### config.mk
export PLATFORM = sky130hd
export DESIGN_NAME = mod_chk_fifo
export DESIGN_NICKNAME = d
export VERILOG_FILES = /design/src/rtl/mod_chk_fifo.sv
export SDC_FILE = /design/constraint.sdc
export NUM_CORES = 1
export LEC_CHECK = 0
export BUFFER_PORTS_ARGS = -buffer_cell sky130_fd_sc_hd__buf_2
export CORE_MARGIN = 1
export CORE_UTILIZATION = 60
export CTS_CLUSTER_DIAMETER = 120
export DETAILED_ROUTE_END_ITERATION = 7
export PLACE_DENSITY = 0.82
export SYNTH_ARGS = -nofsm -noshare
export SYNTH_HDL_FRONTEND = slang
export SYNTH_SLANG_ARGS = --single-unit
### constraint.sdc
create_clock -name clk -period 3.5 [get_ports clk]
set_input_delay 0.35 -clock clk [delete_from_list [all_inputs] [get_ports clk]]
set_output_delay 0.35 -clock clk [all_outputs]
set_load 0.1 [all_outputs]
### src/rtl/mod_chk_fifo.sv
// Expected-value FIFO; head word is always presented on dout.
module mod_chk_fifo #(
    parameter int OUT_WIDTH = 8,
    parameter int DEPTH     = 4
) (
    input  logic                 clk,
    input  logic                 reset,
    input  logic                 push,
    input  logic [OUT_WIDTH-1:0] din,
    input  logic                 pop,
    output logic                 full,
    output logic                 empty,
    output logic [OUT_WIDTH-1:0] dout
);

    localparam int AW = $clog2(DEPTH);

    logic [OUT_WIDTH-1:0] mem [DEPTH];
    logic [AW:0]          wr_ptr;
    logic [AW:0]          rd_ptr;
    logic                 do_push;
    logic                 do_pop;

    // Extra pointer bit separates full from empty when indices match.
    assign empty = (wr_ptr == rd_ptr);
    assign full  = (wr_ptr[AW] != rd_ptr[AW]) &&
                   (wr_ptr[AW-1:0] == rd_ptr[AW-1:0]);
    assign dout  = mem[rd_ptr[AW-1:0]];

    assign do_push = push && !full;
    assign do_pop  = pop && !empty;

    always_ff @(posedge clk) begin
        if (reset) begin
            wr_ptr <= '0;
            rd_ptr <= '0;
        end else begin
            if (do_push) wr_ptr <= wr_ptr + 1'b1;
            if (do_pop)  rd_ptr <= rd_ptr + 1'b1;
        end
    end

    always_ff @(posedge clk) begin
        if (do_push) mem[wr_ptr[AW-1:0]] <= din;
    end

endmodule

Word-level counts from Yosys, hierarchy flattened
Memories as Yosys holds them, arrays and structs flattened. A register that Yosys moved wholly into a read port is not among the register bits.
Index checks and enable logic that the tools add are counted.
{"block": "word_totals", "romBits": 0, "elab_cells": 17, "memories": 1, "output_inout_bits": 10, "inputBits": 12, "latch_bits": 0, "regBits": 6, "mem_bits_rw": 32}
{"name": "mem", "words": 4, "width": 8, "read_ports": 1, "rd_clocked_by_memory_dff": 1, "write_ports": 1, "line": "18", "text": "logic [OUT_WIDTH-1:0] mem [DEPTH];"}
{"block": "classes", "reduce_logical": 5, "shift": 0, "bitwise": 0, "order_cmp": 0, "eq_ne": 3, "muxes": 4, "mul": 0, "div": 0, "add_sub_neg": 2}
{"operator": "adder 3 x 1 -> 3 bit, second input constant", "count": 2}
{"operator": "two-way mux 2 bit", "count": 2}
{"operator": "== test 3 bit", "count": 1}
{"operator": "logical AND 1 bit", "count": 3}
{"operator": "== test 2 bit", "count": 1}
{"operator": "zero test 1 bit", "count": 2}
{"operator": "two-way mux 1 bit", "count": 2}
{"operator": "inequality test 1 bit", "count": 1}

Logic depth before layout (Yosys ltp)
Gate-level depths: netlist of run 1.
{"block": "logic_depth", "depth_word": 6, "ltp_mapped": 5, "ltp_nobuf": 4}

Worst setup path before layout of run 1
Ideal clock, no wire load.
{"block": "synth_timing", "path_kind": "flip-flop to output port", "from": "reg wr_ptr[1]", "to": "out empty", "n_path_buf": 1, "slack_ps": 903, "t_arrival_ps": 2247, "required_time_ps": 3150, "path_stages_with_launch": 5, "path_cell_list": "dfxtp_1 -> buf_6 -> xnor2_1 -> nand2_1 -> nor2_1"}
{"block": "synth_between", "elab_chain_len": 1}
{"item": "from (decl)", "line": "19", "text": "logic [AW:0] wr_ptr;"}
{"item": "from (signal assigned)", "line": "38", "text": "if (do_push) wr_ptr <= wr_ptr + 1'b1;"}
{"item": "== test 3 bit", "line": "25", "text": "assign empty = (wr_ptr == rd_ptr);"}
{"item": "to (decl)", "line": "12", "text": "output logic empty,"}
Every way passes these cells.

Worst setup path after layout of run 1
{"block": "layout_timing", "from": "reg wr_ptr[0]", "to": "out empty"}
Same word-level chain as after synthesis.

==> results of run 1 <==
-- through the flow --
stage	setup WS [ns]	std cells	util	hold slack [ns]
floorplan	0.903	110	-	0.449
detailed placement	1.43	157	0.671	0.539
CTS	1.06	165	0.699	0.225
global placement	1.49	157	0.671	0.522
global route	0.885	165	0.699	0.208
finish	1.01	165	0.699	0.237
-- routing by layer --
metal / up-vias / part of all wire / GRT usage
met2: 51 / 0.51 / 0.336
met4: 0 / 0.015 / 0.0750
met3: 6 / 0.065 / 0.0628
met1: 495 / 0.41 / 0.279
li1: 478 / - / -
met5: - / 0 / 0
-- layout make-up --
class / instances / area, sq um / area share
Clock buffer: 6 / 41.3 / 0.0216
Clock inverter: 2 / 35.0 / 0.0183
Inverter: 4 / 15.0 / 0.00786
Multi-Input combinational cell: 61 / 554 / 0.290
Sequential cell: 40 / 1120 / 0.587
Tap cell: 31 / 38.8 / 0.0203
Timing Repair Buffer: 21 / 105 / 0.0550
-- Yosys cell counts, types with 2 or more instances --
master,number
a21oi_1,2
a31oi_1,4
a41oi_1,2
and2_1,3
dfxtp_1,8
edfxtp_1,32
ha_1,5
inv_1,4
mux4_2,8
nand2_1,5
nand3_1,3
nand4_1,2
nor2_1,2
nor3b_1,4
o211ai_1,5
o21ai_0,4
xnor2_1,3
xor2_1,3
-- cell families (layout without fill, tap and decap cells) --
group	after synthesis	count (layout)	synth area share
xor+xnor	6	6	0.0304
buf+inv	9	33	0.0325
compound gates	19	19	0.0744
fa+ha+maj	5	5	0.0361
mux	8	8	0.104
simple gates	23	23	0.0752
flops	40	40	0.647
-- layout by cell type (no fill, tap or decap), types with 3 or more instances in the layout --
cell | synthesis | routed
xor2_1 | 3 | 3
o21ai_0 | 4 | 4
ha_1 | 5 | 5
and2_1 | 3 | 3
o211ai_1 | 5 | 5
xnor2_1 | 3 | 3
a31oi_1 | 4 | 4
inv_1 | 4 | 4
nand3_1 | 3 | 3
mux4_2 | 8 | 8
clkbuf_4 | 1 | 5
nand2_1 | 5 | 5
nor3b_1 | 4 | 4
edfxtp_1 | 32 | 32
buf_2 | 1 | 21
dfxtp_1 | 8 | 8
-- worst register-to-register path: stages (launching register included) --
cell	delay, ns
dfxtp_1	0.55
xnor2_1	0.26
a31oi_1	0.83
-- registers in the layout, summed over array words and instances, names as in the netlist, named ones only --
name    flops
mem        32
rd_ptr      3
wr_ptr      3
-- worst max-delay path by stage --
stage | start | endpoint | slack [ns] | cells after the start
after floorplan | wr_ptr[1]$_SDFFE_PP0P_ | empty | 0.90 | 4
after global placement | wr_ptr[0]$_SDFFE_PP0P_ | empty | 1.49 | 4
after detailed placement | wr_ptr[0]$_SDFFE_PP0P_ | empty | 1.43 | 4
after CTS | wr_ptr[0]$_SDFFE_PP0P_ | empty | 1.06 | 4
after global routing | rd_ptr[0]$_SDFFE_PP0P_ | empty | 0.89 | 4
final | wr_ptr[0]$_SDFFE_PP0P_ | empty | 1.01 | 4
==> metrics.md, run 1 <==
| Metric | Value |
|---|---|
| CTS Hold Buffers Added | 0 |
| Fill cells | ~180 |
| Crit path buf inv count | 1 |
| Worst reg2reg path depth | 2 |
| Total Wirelength | between 2000 and 3000 microns |
| Share of flip-flops with an asynchronous set or reset | 0 |
| Leading area contributor after synthesis | edfxtp_1 |
| Area Growth Syn to Fin | 10.3% |
| Worst reg-to-reg setup slack | between 1 and 1.5 ns |
| GR Overflow Total | 0 |
| Max Clk Rate | 0.402 GHz |
| Finished Cell Area | roughly 1900 sq um |
| Fin crit share | 0.711 |
| Slew margin rel. | 0.361 |
| Synth area leaders | edfxtp_1, mux4_2, dfxtp_1, ha_1, o211ai_1 |
| Failing checks | DRC |
| Die height | 55.7 microns |
| Seq cells post-synth | 40 |
| Placement Cell Area | 1830 sq um |
| Final Hold Viols | 0 |
| Max-Cap Viols | 0 |
| Number of flops mapped to enable cells by yosys | 32 |
| Layout Skew | 0.00687 ns |
| Post-CTS setup buffer count | 0 |
| Clock Path Buffers | 2 |
| Initial antenna violation count | 0 |
| Period minus WS final | 2.49 ns |
| TritonCTS clock tree | yes |
| Die area | 3100 sq um |
| Mapped Nets | 127 |
| CTS Root Cell | clkbuf_4 |
| RR Startpoint | wr_ptr[1]$_SDFFE_PP0P_ |
| Final #Nets | 150 |
| Post-synthesis sequential area ratio | 0.647 |
| Post-route setup TNS | 0 ns |
| Crit-path cells | xnor2_1 -> nand2_1 -> nor2_1 -> buf_2 |
| Final Wtd Congestion | roughly 0.9 |
| DRT antenna net count | 0 |
| Family with the most delay on the worst path | XOR/XNOR gates |
| Least-Margin Pin Slew | 0.955 ns |
| Hold EP | mem[2][5]$_DFFE_PP_ |
| Share of layout cells above drive strength 1 | 0.276 |
| Mean Syn Cell Area | around 16 sq um |
| CP arrival | ~2.1 ns |
| Clock-pin slew on the worst setup and hold paths | 0.11 ns |
| Endpoint class of the critical path | output port |
| PortBufs | 21 |
| Final number of max-transition violations | 0 |
| # rows | 19 |
| Clock Latency Late Sink | about 0.32 ns |
| Setup violators final | 0 |
| Pre-Repair DR Iteration Count | 6 |
| Crit Path Max Fanout | 8 |
| Setup Crit Path Kind | register to output port |
| Primary FF master, synth | edfxtp_1 |
| Worst EP required | 3.15 ns |
| Hold Path Depth | 1 |
| Initial DRC Count | 45 |
| TritonCTS Sinks | 40 |
| Vias in the first global route | 1020 |
| Cell count after synthesis | 110 |
| All-Layer GR Usage | 0.211 |
| Netlist cell types | 29 |
| Routed vias | 1030 |
| Post-DR vias/cell | 6.24 |
| Die Width | 55.7 microns |
| RSZ-0062 raised after global routing | false |
| First-pass GRT wire length | 4770 microns |
| Synth warn | 0 |
| Largest net degree at the start of global routing | 13 |
| Drt wl/cell | 18.0 microns |
| Resized cells post-CTS | 0 |
| Worst hold path type | input pin to register |
| Synth top area share | 0.555 |
| N_diodes | 0 |
| H-Tree Depth | 2 |
| Initial core utilization | 0.633 |
| Startpoint types | register |
| Largest stage delay, worst path | roughly 0.57 ns |
| CTS buffer count | 5 |
| Synth Cell Area | 1730 sq um |
| Status | finished with violations |
| Worst Hold Launch | din[5] |
| Crit path max-delay cell type | xnor2_1 |
| Crit Reg-Reg Endpoint | mem[3][4]$_DFFE_PP_ |
| I/O pins | 22 |
| Placeable Area | about 2700 sq um |
| Dpl hpwl | around 2100 microns |
| DRC Markers | 2 |
Power of run 1 is left out: the tool's default activity adds up to more than one toggle a clock period on the data nets, which glitch-free logic cannot reach.
==> run 2, diff against run 1 <==
CORE_UTILIZATION = 51   (was 60)
PLACE_DENSITY = 0.74   (was 0.82)
clock period = 2.08 ns   (was 3.5 ns; I/O delays follow)
==> run 2 against run 1 <==
Net effect: the flow now finishes without violations; critical path depth decreased by 1; cell count is 11% higher; sequential share of layout area down 2.8 points; routed wire length increased by 1.7%; non-clock buffer count up 5; clock-buffer cell count rose by 1; global-route usage decreased by 2.1 points; worst setup slack lost 0.91 ns; hold slack worse by 0.16 ns; register-to-register slack got worse by 1.1 ns; critical path type unchanged; critical endpoint is now dout[0].
==> metrics.md, run 2 (synthesis results as in run 1) <==
| Metric | Value |
|---|---|
| Routed metal-1 wirelength | 1190 microns |
| Initial DRC Count | 39 |
| CTS Hold Buffers Added | 0 |
| Largest net degree at the start of global routing | 13 |
| Layout Skew | 0.0165 ns |
| Total Wirelength | between 3000 and 4000 microns |
| Worst EP required | about 1.9 ns |
| Placeable Area | 3130 sq um |
| Max Clk Rate | 0.505 GHz |
| First-pass GRT wire length | 4730 microns |
| Die height | 60.3 microns |
| Slew margin rel. | 0.630 |
| Max FFs per register | 32 |
| All-Layer GR Usage | 0.190 |
| PortBufs | 21 |
| Initial antenna violation count | 0 |
| Setup Crit Path Kind | register to output port |
| H-Tree Depth | 2 |
| Initial core utilization | 0.554 |
| Pre-Repair DR Iteration Count | 4 |
| Post-DR vias/cell | ~5.6 |
| Status | finished, final reports clean |
| Vias in the first global route | around 1k |
| Startpoint types | register |
| Fin crit share | 0.951 |
| Met3 WL | 145 microns |
| Hold WS | 0.0724 ns |
| GR Overflow Total | 0 |
| Least-Margin Pin Slew | 0.551 ns |
| Final number of max-transition violations | 0 |
| Clock Latency Late Sink | 0.35 ns |
| Met2 routed WL | 1640 microns |
| Area Growth Syn to Fin | 15.9% |
| Commonest non-fill, non-tap cell in the layout | edfxtp_1 |
| Routed vias | 1027 |
| Final Wtd Congestion | between 0.8 and 0.9 |
| DRT antenna net count | 0 |
| CTS buffer count | 5 |
| Core Util, Final | 0.642 |
| Period minus WS final | 1.98 ns |
| Dpl hpwl | 2150 microns |
| Max-Cap Viols | 0 |
| DRC Markers | 0 |
| Worst reg2reg path depth | 3 |
| Post-CTS setup buffer count | 0 |
| Die area | ~3600 sq um |
| Final #Nets | 155 |
| TritonCTS Sinks | 40 |
| Endpoint class of the critical path | output port |
| # rows | 20 |
| Crit-path cells | buf_12 -> mux4_2 -> buf_2 |
| Die Width | 60.3 microns |
| Pre-CTS setup slack | around 0.26 ns |
| Final Hold Viols | 0 |
| Hold Path Depth | 1 |
| Highest Signal Layer | met4 |
| Worst setup margin | 0.101 ns |
| Clock Path Buffers | 2 |
| Clock-pin slew on the worst setup and hold paths | 0.12 ns |
| Crit path max-delay cell type | mux4_2 |
| Worst hold path type | input pin to register |
| CTS Root Cell | clkbuf_4 |
| Largest stage delay, worst path | 0.50 ns |
| Setup violators final | 0 |
| TritonCTS clock tree | yes |
| Share of layout cells above drive strength 1 | 0.309 |
| N_diodes | 0 |
| Commonest cells after routing, fill and taps aside | edfxtp_1, buf_2, mux4_2, dfxtp_1 |
| RSZ-0062 raised after global routing | false |
| CP arrival | 1.77 ns |
| I/O pins | 22 |
| Crit Path Max Fanout | 6 |
| Drt wl/cell | 16.5 microns |
-- run 2: changes by cell type in the layout (fill, tap and decap cells not counted), moves of 2 or more --
| cell | change |
|---|---|
| buf_2 | -2 |
| xnor2_1 | -2 |
| buf_12 | +3 |
| buf_4 | +4 |
-- run 2: timing repair --
action	4_1_cts	5_1_grt
setup endpoints to repair	2	2
endpoints found under the hold margin	0	0
pin swaps	0	0
resized for setup	1	2
-- run 2: worst paths after layout --
path	from	to	slack (ns)
setup / recovery	register	dout[0]	0.10
hold / removal	din[4]	mem[1][4]$_DFFE_PP_	0.07
setup reg to reg	rd_ptr[0]$_SDFFE_PP0P_	mem[1][3]$_DFFE_PP_	0.41
hold reg to reg	rd_ptr[2]$_SDFFE_PP0P_	rd_ptr[2]$_SDFFE_PP0P_	0.55
-- run 2: stage by stage --
stage	instances	cell area [sq um]	setup TNS, ns
after CTS	183	1990	0
after floorplan	110	1730	-0.749
after global placement	175	1930	0
after global routing	183	2010	0
final	183	2010	0
after detailed placement	175	1930	0
-- run 2: area by class of cell --
class | instances | area (sq um)
clock buffer | 7 | 45.0
clock inverter | 1 | 5.00
fill | 231 | 1120
inverter | 4 | 15.0
multi-input combinational | 61 | 581
sequential | 40 | 1120
tap | 44 | 55.1
timing repair buffer | 26 | 185
-- run 2: metal layers --
metal	vias up	global-route usage
met5	-	0
met4	0	0.0831
met3	5	0.0736
met2	28	0.322
met1	504	0.212
li1	490	-
-- run 2: critical path, delay by kind of cell (launching register included) --
family   cells  cell delay, ns
mux          1            0.50
buf+inv      2            0.48
flops        1            0.47
Power of run 2 is left out for the same reason.
==> run 3, diff against run 2 <==
ABC_AREA = 1   (was not set)
CORE_UTILIZATION = 50   (was 51)
PLACE_DENSITY = 0.73   (was 0.74)
==> run 3 against run 2 <==
Net effect: sequential cell count stayed put; critical endpoint is now dout[4]; critical path type unchanged; highest routed layer unchanged; synthesized area is 1.9% lower; critical path depth grew 1; global-route usage is 0.58 points lower; clock-buffer cell count decreased by 2; synthesized cell count rose by 36%; clock skew decreased by 0.0033 ns.
==> metrics.md, run 3 <==
| Metric | Value |
|---|---|
| Final Wtd Congestion | 0.803 |
| Final number of max-transition violations | 0 |
| Die area | 3640 sq um |
| Worst EP required | 1.87 ns |
| Pre-CTS setup slack | 0.320 ns |
| VDD IR-drop max | 0.432 mV |
| N_diodes | 0 |
| Hold WS | roughly 0.067 ns |
| Placement Cell Area | roughly 1900 sq um |
| Synth Cell Area | 1700 sq um |
| CTS buffer count | 5 |
| Initial core utilization | 0.543 |
| First-pass GRT wire length | 4570 microns |
| Final Power | about 2.0 mW |
| Share of layout cells above drive strength 1 | 0.311 |
| Synth top area share | 0.566 |
| Startpoint types | register |
| Commonest non-fill, non-tap cell in the layout | edfxtp_1 |
| Post-DR vias/cell | 5.08 |
| Synth warn | 0 |
| Post-synthesis sequential area ratio | 0.660 |
| Post-route setup TNS | 0 ns |
| PD cells | just under 1000 nW/um^2 |
| Final #Nets | 196 |
| DRC Markers | 0 |
| DRT antenna net count | 0 |
| Cell total after placement | ~220 |
| Final Hold Viols | 0 |
| Least-Margin Pin Slew | 0.494 ns |
| Pre-Repair DR Iteration Count | 4 |
| Most frequent cells after synthesis | edfxtp_1, nor2_1, nand2_1, o21ai_0, inv_1 |
| Drt wl/cell | around 13 microns |
| Placeable Area | roughly 3100 sq um |
| Most common cell in the netlist | edfxtp_1 |
| Cell count after synthesis | 150 |
| PortBufs | 21 |
| # rows | 20 |
| Clock-pin slew on the worst setup and hold paths | approximately 0.12 ns |
| Fin cells | about 220 |
| H-Tree Depth | 2 |
| Max FFs per register | 32 |
| TritonCTS clock tree | yes |
| RSZ-0062 raised after global routing | false |
| LEAKAGE | 0.807 nW |
| Max-Cap Viols | 0 |
| Max Clk Rate | 0.514 GHz |
| Clock Path Buffers | 2 |
| Initial antenna violation count | 0 |
| Crit Path Max Fanout | 9 |
| Period minus WS final | 1.95 ns |
| Number of flops mapped to enable cells by yosys | 32 |
| Total Wirelength | 2970 microns |
| Largest net degree at the start of global routing | 18 |
| Primary FF master, synth | edfxtp_1 |
| Dpl hpwl | 2080 microns |
| Core Util, Final | 0.630 |
| Fin crit share | 0.935 |
| Finished Cell Area | 1970 sq um |
| Setup violators final | 0 |
| Netlist cell types | 18 |
| GR Overflow Total | 0 |
| Area Growth Syn to Fin | 16.0% |
| Setup Crit Path Kind | register to output port |
| Vias in the first global route | between 1k and 1.5k |
| Leading area contributor after synthesis | edfxtp_1 |
| Seq cells post-synth | 40 |
| I/O pins | 22 |
| Routed vias | between 1k and 1.5k |
| Status | finished, final reports clean |
| Clock Latency Late Sink | between 0.3 and 0.4 ns |
| TritonCTS Sinks | 40 |
| Worst reg-to-reg setup slack | 0.58 ns |
| Worst hold path type | input pin to register |
| Worst setup margin | 0.135 ns |
| Share of flip-flops with an asynchronous set or reset | 0 |
| Initial DRC Count | 35 |
| Endpoint class of the critical path | output port |
| Layout Skew | around 0.013 ns |
| Die height | 60.3 microns |
| Slew margin rel. | 0.673 |
| Die Width | between 60 and 70 microns |
| Synth area leaders | edfxtp_1, dfxtp_1, nor2_1, o21ai_0, ha_1 |
| Mapped Nets | roughly 170 |
| All-Layer GR Usage | 0.185 |
| Mean Syn Cell Area | 11.3 sq um |
| Fill cells | 260 |
| CTS Root Cell | clkbuf_4 |
| CP arrival | 1.74 ns |
| Commonest cells after routing, fill and taps aside | edfxtp_1, nor2_1, buf_2 |
## run 3: cell type report
cell class,instances,area (sq um),area share
Clock buffer,5,37.5,0.0190
Clock inverter,3,18.8,0.00952
Tap cell,44,55.1,0.0279
Inverter,17,63.8,0.0324
Multi-Input combinational cell,91,546,0.277
Timing Repair Buffer,24,128,0.0648
Sequential cell,40,1120,0.570
## run 3: logic make-up (layout without fill, tap and decap cells)
logic type / after synthesis / in the layout / synth area share
fa+ha+maj: 5 / 5 / 0.0368
simple gates: 57 / 57 / 0.163
flops: 40 / 40 / 0.660
compound gates: 29 / 29 / 0.0913
buf+inv: 19 / 49 / 0.0486
## run 3: critical path: stages, from the launching register on
cell and delay, ns:
dfxtp_1 0.41, inv_1 0.25, o21ai_0 0.17, o22ai_2 0.11, buf_2 0.45
## run 3: timing repair
| action | in CTS | in global routing |
|---|---|---|
| hold buffers | 0 | 0 |
| buffers inserted | 0 | 0 |
| resized for setup | 1 | 0 |
| endpoints found under the setup margin | 8 | 0 |
## run 3: per-layer routing
metal,vias up,wire [microns],track usage
met4,0,53,0.0831
met2,21,1550,0.344
met5,-,0,0
met3,6,103,0.0606
li1,571,-,-
met1,541,1260,0.182
## run 3: worst paths after layout
kind,from,to,cells past startpoint
max reg2reg,wr_ptr[1]$_SDFFE_PP0P_,mem[3][0]$_DFFE_PP_,6
min reg2reg,rd_ptr[2]$_SDFFE_PP0P_,rd_ptr[2]$_SDFFE_PP0P_,2
max,register,dout[4],4
min,din[3],mem[1][3]$_DFFE_PP_,1
## run 3: where the power goes
part           switching [mW]  total (mW)  internal, mW
sequential             0.0395       0.950         0.911
combinational           0.502       0.627         0.125
clock                   0.250       0.379         0.130
total                   0.791        1.96          1.17
(Power assumes the default switching activity.)
